<file path="config.mk">
export PLATFORM = sky130hd
export DESIGN_NAME = ltc2308_responder
export DESIGN_NICKNAME = d
export VERILOG_FILES = /design/src/rtl/ltc2308_responder.sv
export SDC_FILE = /design/constraint.sdc
export NUM_CORES = 1
export LEC_CHECK = 0
export BUFFER_PORTS_ARGS = -buffer_cell sky130_fd_sc_hd__buf_2
export CELL_PAD_IN_SITES_DETAIL_PLACEMENT = 1
export CELL_PAD_IN_SITES_GLOBAL_PLACEMENT = 1
export CORE_MARGIN = 2
export CORE_UTILIZATION = 48
export CTS_CLUSTER_DIAMETER = 100
export DETAILED_ROUTE_END_ITERATION = 16
export GPL_TIMING_DRIVEN = 1
export PLACE_DENSITY = 0.86
export SYNTH_ARGS = -nofsm -noshare
export SYNTH_HDL_FRONTEND = slang
export SYNTH_SLANG_ARGS = --single-unit
</file>
<file path="constraint.sdc">
create_clock -name clock -period 5.7 [get_ports clock]
set_input_delay 0.57 -clock clock [delete_from_list [all_inputs] [get_ports clock]]
set_output_delay 0.57 -clock clock [all_outputs]
set_load 0.005 [all_outputs]
</file>
<file path="src/rtl/ltc2308_responder.sv">
`default_nettype none
// ============================================================================
// Module      : ltc2308_responder
// Description : ADC-side responder for the LTC2308 CONVST/SCK/SDI/SDO link.
//               Oversamples the master's pins on clock, times a conversion,
//               shifts a 12-bit code out on SDO (MSB first) and captures the
//               6-bit config word from SDI. The captured word governs the next
//               conversion.
// Ports       : clock, reset          - system clock, sync active-high reset
//               CONVST, SCK, SDI      - asynchronous pins from the master
//               SDO                   - registered serial data to the master
//               sample_in[11:0]       - unsigned code returned per conversion
//               channel[3:0]          - {S/D,O/S,S1,S0} of the active config
//               sample_latched        - 1-cycle pulse when sample_in is taken
//               cfg_word[5:0]         - active {S/D,O/S,S1,S0,UNI,SLP}
//               busy                  - high while converting
//               error_flags[1:0]      - sticky protocol violations during CONV
// Revision    : 1.0 - initial release
// ============================================================================
module ltc2308_responder #(
    parameter int unsigned TCONV_CYCLES = 130,
    parameter logic [5:0]  CFG_RESET    = 6'b100010
) (
    input  logic        clock,
    input  logic        reset,
    input  logic        CONVST,
    input  logic        SCK,
    input  logic        SDI,
    output logic        SDO,
    input  logic [11:0] sample_in,
    output logic [3:0]  channel,
    output logic        sample_latched,
    output logic [5:0]  cfg_word,
    output logic        busy,
    output logic [1:0]  error_flags
);

    localparam logic [1:0] ST_IDLE  = 2'd0;
    localparam logic [1:0] ST_CONV  = 2'd1;
    localparam logic [1:0] ST_READ  = 2'd2;
    localparam logic [1:0] ST_SLEEP = 2'd3;

    localparam int unsigned   TW         = $clog2(TCONV_CYCLES);
    localparam logic [TW-1:0] TIMER_LOAD = TW'(TCONV_CYCLES - 1);

    // Pin synchronizers: bits [1:0] are the 2-FF synchronizer, bit [2] holds
    // the previous synchronized value for edge detection.
    logic [2:0] cv_sync_q;
    logic [2:0] sck_sync_q;
    logic [1:0] sdi_sync_q;

    logic [1:0]    state_q,    state_d;
    logic [TW-1:0] timer_q,    timer_d;
    logic [11:0]   data_q,     data_d;
    logic [3:0]    fall_cnt_q, fall_cnt_d;
    logic [5:0]    cfg_sr_q,   cfg_sr_d;
    logic [2:0]    cfg_cnt_q,  cfg_cnt_d;
    logic [5:0]    cfg_word_q, cfg_word_d;
    logic          sdo_q,      sdo_d;
    logic          latched_q,  latched_d;
    logic [1:0]    err_q,      err_d;

    logic cv_rise;
    logic sck_rise;
    logic sck_fall;
    logic cfg_full;
    logic start;

    assign cv_rise  =  cv_sync_q[1]  & ~cv_sync_q[2];
    assign sck_rise =  sck_sync_q[1] & ~sck_sync_q[2];
    assign sck_fall = ~sck_sync_q[1] &  sck_sync_q[2];
    assign cfg_full = (cfg_cnt_q == 3'd6);

    always_comb begin
        state_d    = state_q;
        timer_d    = timer_q;
        data_d     = data_q;
        fall_cnt_d = fall_cnt_q;
        cfg_sr_d   = cfg_sr_q;
        cfg_cnt_d  = cfg_cnt_q;
        cfg_word_d = cfg_word_q;
        sdo_d      = sdo_q;
        latched_d  = 1'b0;
        err_d      = err_q;
        start      = 1'b0;

        case (state_q)
            ST_IDLE: begin
                if (cv_rise) begin
                    start = 1'b1;
                end
            end
            ST_CONV: begin
                if (cv_rise) begin
                    err_d[0] = 1'b1;
                end
                if (sck_rise || sck_fall) begin
                    err_d[1] = 1'b1;
                end
                if (timer_q == '0) begin
                    // Present the MSB and pre-shift so data_q[11] is always
                    // the bit to show after the next SCK fall.
                    state_d    = ST_READ;
                    sdo_d      = data_q[11];
                    data_d     = {data_q[10:0], 1'b0};
                    fall_cnt_d = 4'd0;
                    cfg_cnt_d  = 3'd0;
                end else begin
                    timer_d = timer_q - 1'b1;
                end
            end
            ST_READ: begin
                if (cv_rise) begin
                    // CONVST wins over any coincident SCK edge; a complete
                    // config still pending is committed on the way out.
                    if (cfg_full) begin
                        cfg_word_d = cfg_sr_q;
                    end
                    start = 1'b1;
                end else if (fall_cnt_q == 4'd12 && cfg_word_q[0]) begin
                    state_d = ST_SLEEP;
                    sdo_d   = 1'b0;
                end else begin
                    if (sck_rise && !cfg_full) begin
                        cfg_sr_d  = {cfg_sr_q[4:0], sdi_sync_q[1]};
                        cfg_cnt_d = cfg_cnt_q + 3'd1;
                    end
                    if (sck_fall && fall_cnt_q != 4'd12) begin
                        fall_cnt_d = fall_cnt_q + 4'd1;
                        data_d     = {data_q[10:0], 1'b0};
                        if (fall_cnt_q == 4'd11) begin
                            sdo_d = 1'b0;
                            if (cfg_full) begin
                                cfg_word_d = cfg_sr_q;
                            end
                        end else begin
                            sdo_d = data_q[11];
                        end
                    end
                end
            end
            default: begin // ST_SLEEP: first CONVST rise only wakes
                sdo_d = 1'b0;
                if (cv_rise) begin
                    state_d = ST_IDLE;
                end
            end
        endcase

        // Conversion start shared by IDLE and READ. The config that will be
        // active after this cycle decides the coding: bipolar flips the MSB.
        if (start) begin
            data_d    = {sample_in[11] ^ ~cfg_word_d[1], sample_in[10:0]};
            latched_d = 1'b1;
            timer_d   = TIMER_LOAD;
            sdo_d     = 1'b0;
            state_d   = ST_CONV;
        end
    end

    always_ff @(posedge clock) begin
        if (reset) begin
            cv_sync_q  <= '0;
            sck_sync_q <= '0;
            sdi_sync_q <= '0;
            state_q    <= ST_IDLE;
            timer_q    <= '0;
            data_q     <= '0;
            fall_cnt_q <= '0;
            cfg_sr_q   <= '0;
            cfg_cnt_q  <= '0;
            cfg_word_q <= CFG_RESET;
            sdo_q      <= 1'b0;
            latched_q  <= 1'b0;
            err_q      <= '0;
        end else begin
            cv_sync_q  <= {cv_sync_q[1:0], CONVST};
            sck_sync_q <= {sck_sync_q[1:0], SCK};
            sdi_sync_q <= {sdi_sync_q[0], SDI};
            state_q    <= state_d;
            timer_q    <= timer_d;
            data_q     <= data_d;
            fall_cnt_q <= fall_cnt_d;
            cfg_sr_q   <= cfg_sr_d;
            cfg_cnt_q  <= cfg_cnt_d;
            cfg_word_q <= cfg_word_d;
            sdo_q      <= sdo_d;
            latched_q  <= latched_d;
            err_q      <= err_d;
        end
    end

    assign SDO            = sdo_q;
    assign channel        = cfg_word_q[5:2];
    assign sample_latched = latched_q;
    assign cfg_word       = cfg_word_q;
    assign busy           = (state_q == ST_CONV);
    assign error_flags    = err_q;

endmodule
`default_nettype wire

</file>
==> metrics, run 1 <==
status=finished clean; multi-input logic area=1440 um^2; number of setup buffers added after CTS=0; mux contribution to synthesized area=0.106; CTS sink count=53; fin crit share=0.530; Top Ports=32; DR pass1 iterations=4; Fmax=0.331 GHz; critical path arrival=3.22 ns; VDD IR-drop max=0.000129 V; core area=5540 um^2; TritonCTS Buffers=5; max incr delay on CP=0.97 ns; clk buf depth=2; IO Port Bufs=31; Worst Hold End=sck_sync_q[1]$_SDFF_PP0_; clock tree from TritonCTS=built; largest net degree at the start of global routing=45; initial DRC count=104; detailed-route via count=2,268; Synth cell types=55; worst slew pin tran=1.27 ns; EDFF count, synth=0; Compound-Gate Fraction of Synth Area=0.199; Slew Limit Fails=0; Worst Hold Class=reg2reg; Slew HR=0.148; fin util=0.533; CP Cell Sequence=inv_1 -> ha_1 -> inv_1 -> a211oi_1 -> or3_4 -> mux2_2; hold path cells=1; critical path peak fanout=12; commonest non-fill, non-tap cells in the layout=dfxtp_1 (53), buf_2 (31), mux2i_1 (28), nor2_1 (27), inv_1 (17); Setup violations, final=0; Sequential Area=1060 um^2; setup TNS=0 ns; grt total ovfl=0; largest family of logic cells by synthesized area=compound AO/OA/AOI/OAI gates; Clk Tree Root Cell=clkbuf_8; final wirelength=6.67 mm; Setup CP Type=reg2reg; Mapped Nets=320; Slowest cell on crit path=a211oi_1; Vias/cell=5.98; Mapped Cells=292; simple-gate share of the synthesized area=0.159; # fillers=664; Leakage=1.11 nW; proportion of layout cells with a drive suffix above 1=0.160; crit path from=state_q[0]$_SDFFE_PP0P_; Post-DRT Antenna Nets=0; Worst EP required=5.90 ns; H-tree depth=2; Crit Reg-Reg Endpoint=data_q[10]$_SDFFE_PP0P_; synthesized cell area=2760 um^2; Die X=79.8 um; post-cts sizing count=0; Worst R2R Setup Slack=2.68 ns; commonest non-fill, non-tap cell in the layout=dfxtp_1; Avg WL per Cell=17.6 um; Syn-to-layout area delta=6.89%; crit end category=flop; worst r2r path cells=6; Crit Reg-Reg Startpoint=state_q[0]$_SDFFE_PP0P_; # diodes=0; hold_buf cts=0; std cell rows=27; Primary FF master, synth=dfxtp_1; Total Routing Usage GR=0.227; Syn Area/Cell=9.45 um^2; vias in the first global route=2,304; Post-Synth XOR/XNOR Area=0.00952; RePlAce Congestion=0.826; Final Skew=0.00549 ns; Final HPWL DP=4.58 mm; Synth async-reset ratio=0; DRC Markers=0; first-pass GRT wire length=11.4 mm; Reg clk slew, reported paths=0.10 ns; Max-cap violations=0; RSZ-0062 raised after global routing=false; nets=334; Pwr Density=261 nW/um^2; Tmin final=3.02 ns; #FFs+latches synth=53; Synth warnings=0; Most common cell on crit path=inv_1; die area=6370 um^2; Seq/Total Area, Yosys=0.384; kind of start point of the critical path=flop; Die Span Y=79.8 um; clk_lat worst skew=0.31 ns; initial antenna violation count=0; Adder-Cell Fraction of Synth Area=0.0499; HP Start=sck_sync_q[0]$_SDFF_PP0_; Hold Violations, Final=0; Initial Utilization=0.498
## cell type report
type | count | share of cell area
multi-input cells | 198 | 0.489
flip-flops and latches | 53 | 0.360
repair buffers | 31 | 0.0526
well taps | 72 | 0.0305
clock buffers | 5 | 0.0233
clock inverters | 3 | 0.0233
inverters | 17 | 0.0216
## where the power goes
part | switching (mW) | internal [mW] | total [mW]
clock | 0.130 | 0.177 | 0.306
sequential | 0.00499 | 0.377 | 0.382
combinational | 0.0520 | 0.0287 | 0.0807
total | 0.187 | 0.582 | 0.769
## stage by stage
stage                     power (mW)  area, um^2  worst slack [ns]  instances  hold slack [ns]
final                          0.769        2950              2.68        379            0.462
after global routing           0.801        2950              2.47        379            0.457
after CTS                      0.773        2950              2.75        379            0.466
after detailed placement       0.470        2810              2.81        371            0.448
after global placement         0.467        2810              2.96        371            0.421
after floorplan                0.459        2760              3.60        292            0.414
## state kept, by name (all words and copies together) (netlist names), 3 cells and up
signal	cells
data_q	12
timer_q	8
cfg_sr_q	6
cfg_word	6
fall_cnt_q	4
cfg_cnt_q	3
cv_sync_q	3
sck_sync_q	3
## logic make-up after synthesis
group	Yosys count
muxes	29
AOI/OAI and AO/OA	72
xor gates and xnor gates	3
DFF	53
and+or+nand+nor	83
adders and majority gates	11
buffers and inverters	41
## routing by layer
metal	global-route usage	share of wire	up-vias	wire length, um
li1	-	-	1099	-
met5	0	0	-	0
met1	0.291	0.46	1113	3050
met2	0.387	0.50	42	3310
met4	0.0797	0.022	0	150
met3	0.0351	0.026	14	172
## worst max-delay path by stage
stage and end:
2_1_floorplan data_q[1]$_SDFFE_PP0P_, 3_3_place_gp data_q[10]$_SDFFE_PP0P_, 3_5_place_dp data_q[10]$_SDFFE_PP0P_, 4_1_cts data_q[10]$_SDFFE_PP0P_, 5_1_grt data_q[10]$_SDFFE_PP0P_, 6_report data_q[10]$_SDFFE_PP0P_
## critical path, delay by kind of cell, from the launching register on
kind                     cells  cell delay, ns
AO/OA/AOI/OAI                1            0.97
adder cells (fa/ha/maj)      1            0.46
buffers and inverters        2            0.41
flip-flops                   1            0.35
multiplexers                 1            0.34
AND/OR/NAND/NOR              1            0.39
## cells in the mapped netlist (2+ instances only)
cell	number	area share
nand2_1	13	0.018
nor2_1	27	0.037
nor2b_1	9	0.020
nand4b_1	2	0.0063
nor3_1	6	0.011
dfxtp_1	53	0.38
o41ai_1	4	0.013
nand3_1	5	0.0091
a21oi_1	14	0.025
or3_1	2	0.0045
inv_1	17	0.023
xor2_1	2	0.0063
buf_4	6	0.016
mux2i_1	28	0.10
a211oi_1	4	0.011
buf_6	6	0.024
a31oi_1	2	0.0045
o21ai_0	3	0.0054
ha_1	11	0.050
and2b_2	2	0.0063
o31ai_1	11	0.030
a2111oi_0	2	0.0063
o211ai_1	3	0.0082
nor4_1	2	0.0045
o311ai_0	13	0.041
o2111ai_1	3	0.0095
clkbuf_1	8	0.011
clkbuf_8	3	0.015
nand4_1	5	0.011
Note: power is estimated with default switching activity, not from simulation.
==> inputs of run 2 (changes only) <==
ABC_AREA = 1   (was not set)
CORE_UTILIZATION = 38   (was 48)
PLACE_DENSITY = 0.77   (was 0.86)
clock period = 2.45 ns   (was 5.7 ns; I/O delays follow)
==> metrics, run 2 <==
Worst EP required=2.70 ns; Vias/cell=4.88; final std cells w/o fill=441; initial antenna violation count=0; Slew HR=0.715; cell taking the most area after synthesis=dfxtp_1; switching share of power=0.311; commonest non-fill, non-tap cells in the layout=dfxtp_1 (53), inv_1 (51), nand2_1 (35), o21ai_0 (34), a21oi_1 (34); TritonCTS Buffers=5; Reg clk slew, reported paths=0.11 ns; largest net degree at the start of global routing=25; PnR worst setup slack=0.515 ns; fin crit share=0.790; Clock Power Share=0.294; Slew Limit Fails=0; Synth async-reset ratio=0; vias in the first global route=2,142; critical path peak fanout=24; Setup crit end=data_q[2]$_SDFFE_PP0P_; core area=6680 um^2; Leakage=1.24 nW; Clk Tree Root Cell=clkbuf_8; crit path from=state_q[0]$_SDFFE_PP0P_; Internal=1.23 mW; H-tree depth=2; top post-synthesis cells by count=dfxtp_1 (53), inv_1 (51), nand2_1 (35), a21oi_1 (34), o21ai_0 (34); post-layout total power=1.79 mW; Setup CP Type=reg2reg; Final Skew=0.0100 ns; sw power=0.556 mW; Syn-to-layout area delta=10.2%; max reg flops=12; Total Routing Usage GR=0.165; Die Span Y=86.6 um; std cell rows=30; synthesized cell area=2590 um^2; Tmin final=1.94 ns; Crit Reg-Reg Endpoint=data_q[2]$_SDFFE_PP0P_; largest cells by area after synthesis=dfxtp_1 (41%), inv_1 (7.4%), a21oi_1 (6.6%); VDD IR-drop max=0.000244 V; post-synth top area share=0.409; # fillers=838; critical path arrival=2.19 ns; #FFs+latches synth=53; detailed-route via count=2,154; RePlAce Congestion=0.788; initial DRC count=56; Avg WL per Cell=13.2 um; setup TNS=0 ns; Combinational Power Share=0.181; Flop pwr share=0.525; Initial Utilization=0.388; RSZ-0062 raised after global routing=false; Mapped Cells=335; crit end category=flop; Crit Reg-Reg Startpoint=state_q[0]$_SDFFE_PP0P_; Hold Violations, Final=0; Fmax=0.517 GHz; Die X=86.6 um; clk_lat worst skew=0.32 ns; Seq/Total Area, Yosys=0.409; number of setup buffers added after CTS=0; hold_buf cts=0; pre-CTS WS=0.520 ns; worst slew pin tran=0.427 ns; final wirelength=5.81 mm; worst r2r path cells=8; Largest regs=data_q: 12 flops, timer_q: 8 flops; status=finished clean; first-pass GRT wire length=9.83 mm; clock tree from TritonCTS=built; Top Ports=32; Worst R2R Setup Slack=0.51 ns; Max-cap violations=0; Final Hold Slack=0.118 ns; Primary FF master, synth=dfxtp_1; Largest Register=data_q; Final HPWL DP=4.32 mm; DR pass1 iterations=4; nets=388; # diodes=0; Post-DRT Antenna Nets=0; die area=7510 um^2; Syn Area/Cell=7.75 um^2; top-count cell post-synth=dfxtp_1; commonest non-fill, non-tap cell in the layout=dfxtp_1; Pwr Density=626 nW/um^2; proportion of layout cells with a drive suffix above 1=0.186; IO Port Bufs=31; Synth cell types=33; Synth warnings=0; post-cts sizing count=0; kind of start point of the critical path=flop; Setup violations, final=0; Worst Hold Class=in2reg; Mapped Nets=363; DRC Markers=0; Cell Count Post-Placement=433; CTS sink count=53; EDFF count, synth=0; grt total ovfl=0; clk buf depth=2
run 2: cell types whose count changed in the layout (fill, tap and decap cells not counted), sizes merged, moves of 11 or more:
cell | before | now
nand2 | 13 | 43
o21ai | 4 | 43
mux2i | 28 | 0
nor2 | 27 | 40
o31ai | 11 | 0
o311ai | 13 | 0
inv | 18 | 56
nand3 | 5 | 22
a21oi | 14 | 36
run 2: stage by stage:
| stage | util | area (um^2) |
|---|---|---|
| final | 0.428 | 2860 |
| after global placement | 0.414 | 2770 |
| after floorplan | - | 2590 |
| after CTS | 0.428 | 2860 |
| after detailed placement | 0.414 | 2770 |
| after global routing | 0.428 | 2860 |
run 2: power by group through the flow:
stage / sequential (mW) / clock (mW) / combinational [mW]
after floorplan: 0.952 / 0 / 0.264
after global placement: 0.957 / 0 / 0.318
after detailed placement: 0.959 / 0 / 0.326
after CTS: 0.940 / 0.548 / 0.329
after global routing: 0.946 / 0.576 / 0.373
final: 0.939 / 0.526 / 0.325
run 2: worst max-delay path, stage by stage (launching register included):
cell and delay, ns:
dfxtp_1 0.35, inv_1 0.12, ha_1 0.43, inv_2 0.14, nor2_1 0.20, nand2_1 0.12
nand3_4 0.26, o21ai_0 0.13, a21oi_1 0.12
run 2: how the worst min path moves through the flow:
stage | startpoint | endpoint | slack (ns) | depth (start not counted)
after global placement | cv_sync_q[0]$_SDFF_PP0_ | cv_sync_q[1]$_SDFF_PP0_ | 0.39 | 2
final | SDI | sdi_sync_q[0]$_SDFF_PP0_ | 0.12 | 3
after detailed placement | sck_sync_q[0]$_SDFF_PP0_ | sck_sync_q[1]$_SDFF_PP0_ | 0.40 | 2
after CTS | SDI | sdi_sync_q[0]$_SDFF_PP0_ | 0.11 | 3
after floorplan | CONVST | cv_sync_q[0]$_SDFF_PP0_ | 0.35 | 2
after global routing | SDI | sdi_sync_q[0]$_SDFF_PP0_ | 0.11 | 3
run 2: cell families (layout without fill, tap and decap cells):
| group | after synthesis | after routing | synth area share |
|---|---|---|---|
| flip-flops | 53 | 53 | 0.409 |
| adder cells (fa/ha/maj) | 11 | 11 | 0.0530 |
| XOR/XNOR | 5 | 5 | 0.0169 |
| buffers and inverters | 69 | 95 | 0.115 |
| AND/OR/NAND/NOR | 112 | 112 | 0.230 |
| AO/OA/AOI/OAI | 85 | 85 | 0.177 |
run 2: area by class of cell:
type | instances | area [um^2] | share of cell area
inverter | 55 | 206 | 0.0722
clock inverter | 3 | 25.0 | 0.00875
sequential | 53 | 1060 | 0.371
multi-input combinational | 213 | 1240 | 0.432
tap | 80 | 100 | 0.0350
timing repair buffer | 32 | 163 | 0.0569
clock buffer | 5 | 68.8 | 0.0241
run 2: routing by layer:
metal	up-vias	GRT usage	share of wire
met5	-	0	0
li1	1123	-	-
met4	0	0.0668	0.018
met1	1000	0.219	0.48
met2	22	0.268	0.48
met3	9	0.0238	0.026
==> inputs of run 3 (changes only) <==
CORE_UTILIZATION = 42   (was 38)
PLACE_DENSITY = 0.8   (was 0.77)
clock period = 1.95 ns   (was 2.45 ns; I/O delays follow)
==> metrics, run 3 (same netlist as run 2, synthesis figures left out) <==
hold_buf cts=0; Vias/cell=4.98; Avg WL per Cell=13.6 um; Top Ports=32; initial DRC count=46; Largest regs=data_q: 12 flops, timer_q: 8 flops; cell area after layout=2910 um^2; Setup violations, final=0; # diodes=0; commonest non-fill, non-tap cell in the layout=dfxtp_1; Leakage=1.26 nW; Final HPWL DP=4.40 mm; nets=393; Slew Limit Fails=0; Final Skew=0.00638 ns; DR pass1 iterations=4; PnR worst setup slack=0.178 ns; Die Span Y=82.6 um; pre-CTS WS=0.0508 ns; Syn-to-layout area delta=12.2%; TritonCTS Buffers=5; Worst Hold Class=in2reg; Hold Violations, Final=0; first-pass GRT wire length=9.89 mm; DRC Markers=0; crit end category=flop; Initial Utilization=0.436; IO Port Bufs=31; final wirelength=6.02 mm; Largest Register=data_q; die area=6820 um^2; Post-DRT Antenna Nets=0; commonest non-fill, non-tap cells in the layout=dfxtp_1 (53), inv_1 (51), nand2_1 (35), a21oi_1 (34), o21ai_0 (33); Clk Tree Root Cell=clkbuf_8; RSZ-0062 raised after global routing=false; detailed-route via count=2,196; CTS sink count=53; critical path peak fanout=6; fin crit share=0.909; std cell rows=28; setup TNS=0 ns; critical path arrival=1.98 ns; Final Hold Slack=0.0783 ns; clk_lat worst skew=0.31 ns; Fmax=0.564 GHz; max reg flops=12; largest net degree at the start of global routing=25; Max-cap violations=0; Setup CP Type=reg2reg; core area=5960 um^2; Slew HR=0.750; clock tree from TritonCTS=built; Worst EP required=2.16 ns; H-tree depth=2; status=finished clean; kind of start point of the critical path=flop; Die X=82.6 um; Total Routing Usage GR=0.187; grt total ovfl=0; VDD IR-drop max=0.000523 V; post-layout total power=2.25 mW; RePlAce Congestion=0.829; clk buf depth=2; vias in the first global route=2,218; proportion of layout cells with a drive suffix above 1=0.199; worst slew pin tran=0.374 ns; DP Area=2790 um^2; Tmin final=1.77 ns; Pwr Density=774 nW/um^2; Reg clk slew, reported paths=0.10 ns; initial antenna violation count=0
## run 3: cell count changes in the layout (fill, tap and decap cells not counted)
cell and change:
buf_4 +4, ha_1 -1, ha_4 +1, nand3_2 +1, nor2_2 -1, nor2_4 +1
o21ai_0 -1, o21ai_1 +1
## run 3: power by group
group | internal, mW | leakage, nW | switching [mW] | total [mW]
registers | 1.15 | 0.431 | 0.0347 | 1.18
logic | 0.151 | 0.789 | 0.271 | 0.423
clock network | 0.260 | 0.0447 | 0.391 | 0.651
total | 1.56 | 1.26 | 0.697 | 2.25
## run 3: final cells by class
| cell class | count | area, um^2 |
|---|---|---|
| Sequential cell | 53 | 1060 |
| Multi-Input combinational cell | 214 | 1260 |
| Clock inverter | 3 | 25.0 |
| Tap cell | 75 | 93.8 |
| Clock buffer | 5 | 68.8 |
| Fill cell | 764 | 3040 |
| Timing Repair Buffer | 36 | 193 |
| Inverter | 55 | 206 |
## run 3: worst max-delay path: stages, from the launching register on
cell and delay, ns:
dfxtp_1 0.37, inv_1 0.11, ha_1 0.24, inv_1 0.18, nand3_1 0.13, nand3_1 0.13, a22oi_1 0.28, nand3_1 0.11
nand2_1 0.08, nor2_1 0.04
## run 3: through the flow
step	cells	util
finish	441	0.489
global route	441	0.489
CTS	440	0.484
detailed placement	432	0.468
global placement	432	0.468
floorplan	335	-
## run 3: path summary, 6_finish.rpt
check	from	endpoint	slack [ns]	depth (start not counted)
worst min register to register	sdi_sync_q[0]$_SDFF_PP0_	sdi_sync_q[1]$_SDFF_PP0_	0.41	2
worst max-delay path	state_q[1]$_SDFFE_PP0P_	state_q[0]$_SDFFE_PP0P_	0.18	9
worst min-delay path	SDI	sdi_sync_q[0]$_SDFF_PP0_	0.08	3
worst max register to register	state_q[1]$_SDFFE_PP0P_	state_q[0]$_SDFFE_PP0P_	0.18	9
## run 3: repair_timing
action | 4_1_cts | 5_1_grt
setup buffers | 0 | 0
resized for setup | 0 | 4
setup endpoints to repair | 0 | 29
## run 3: per-layer routing
metal  share of wire  track usage
met5               0            0
met4          0.0075       0.0393
met3           0.023       0.0359
met2            0.52        0.343
met1            0.45        0.226
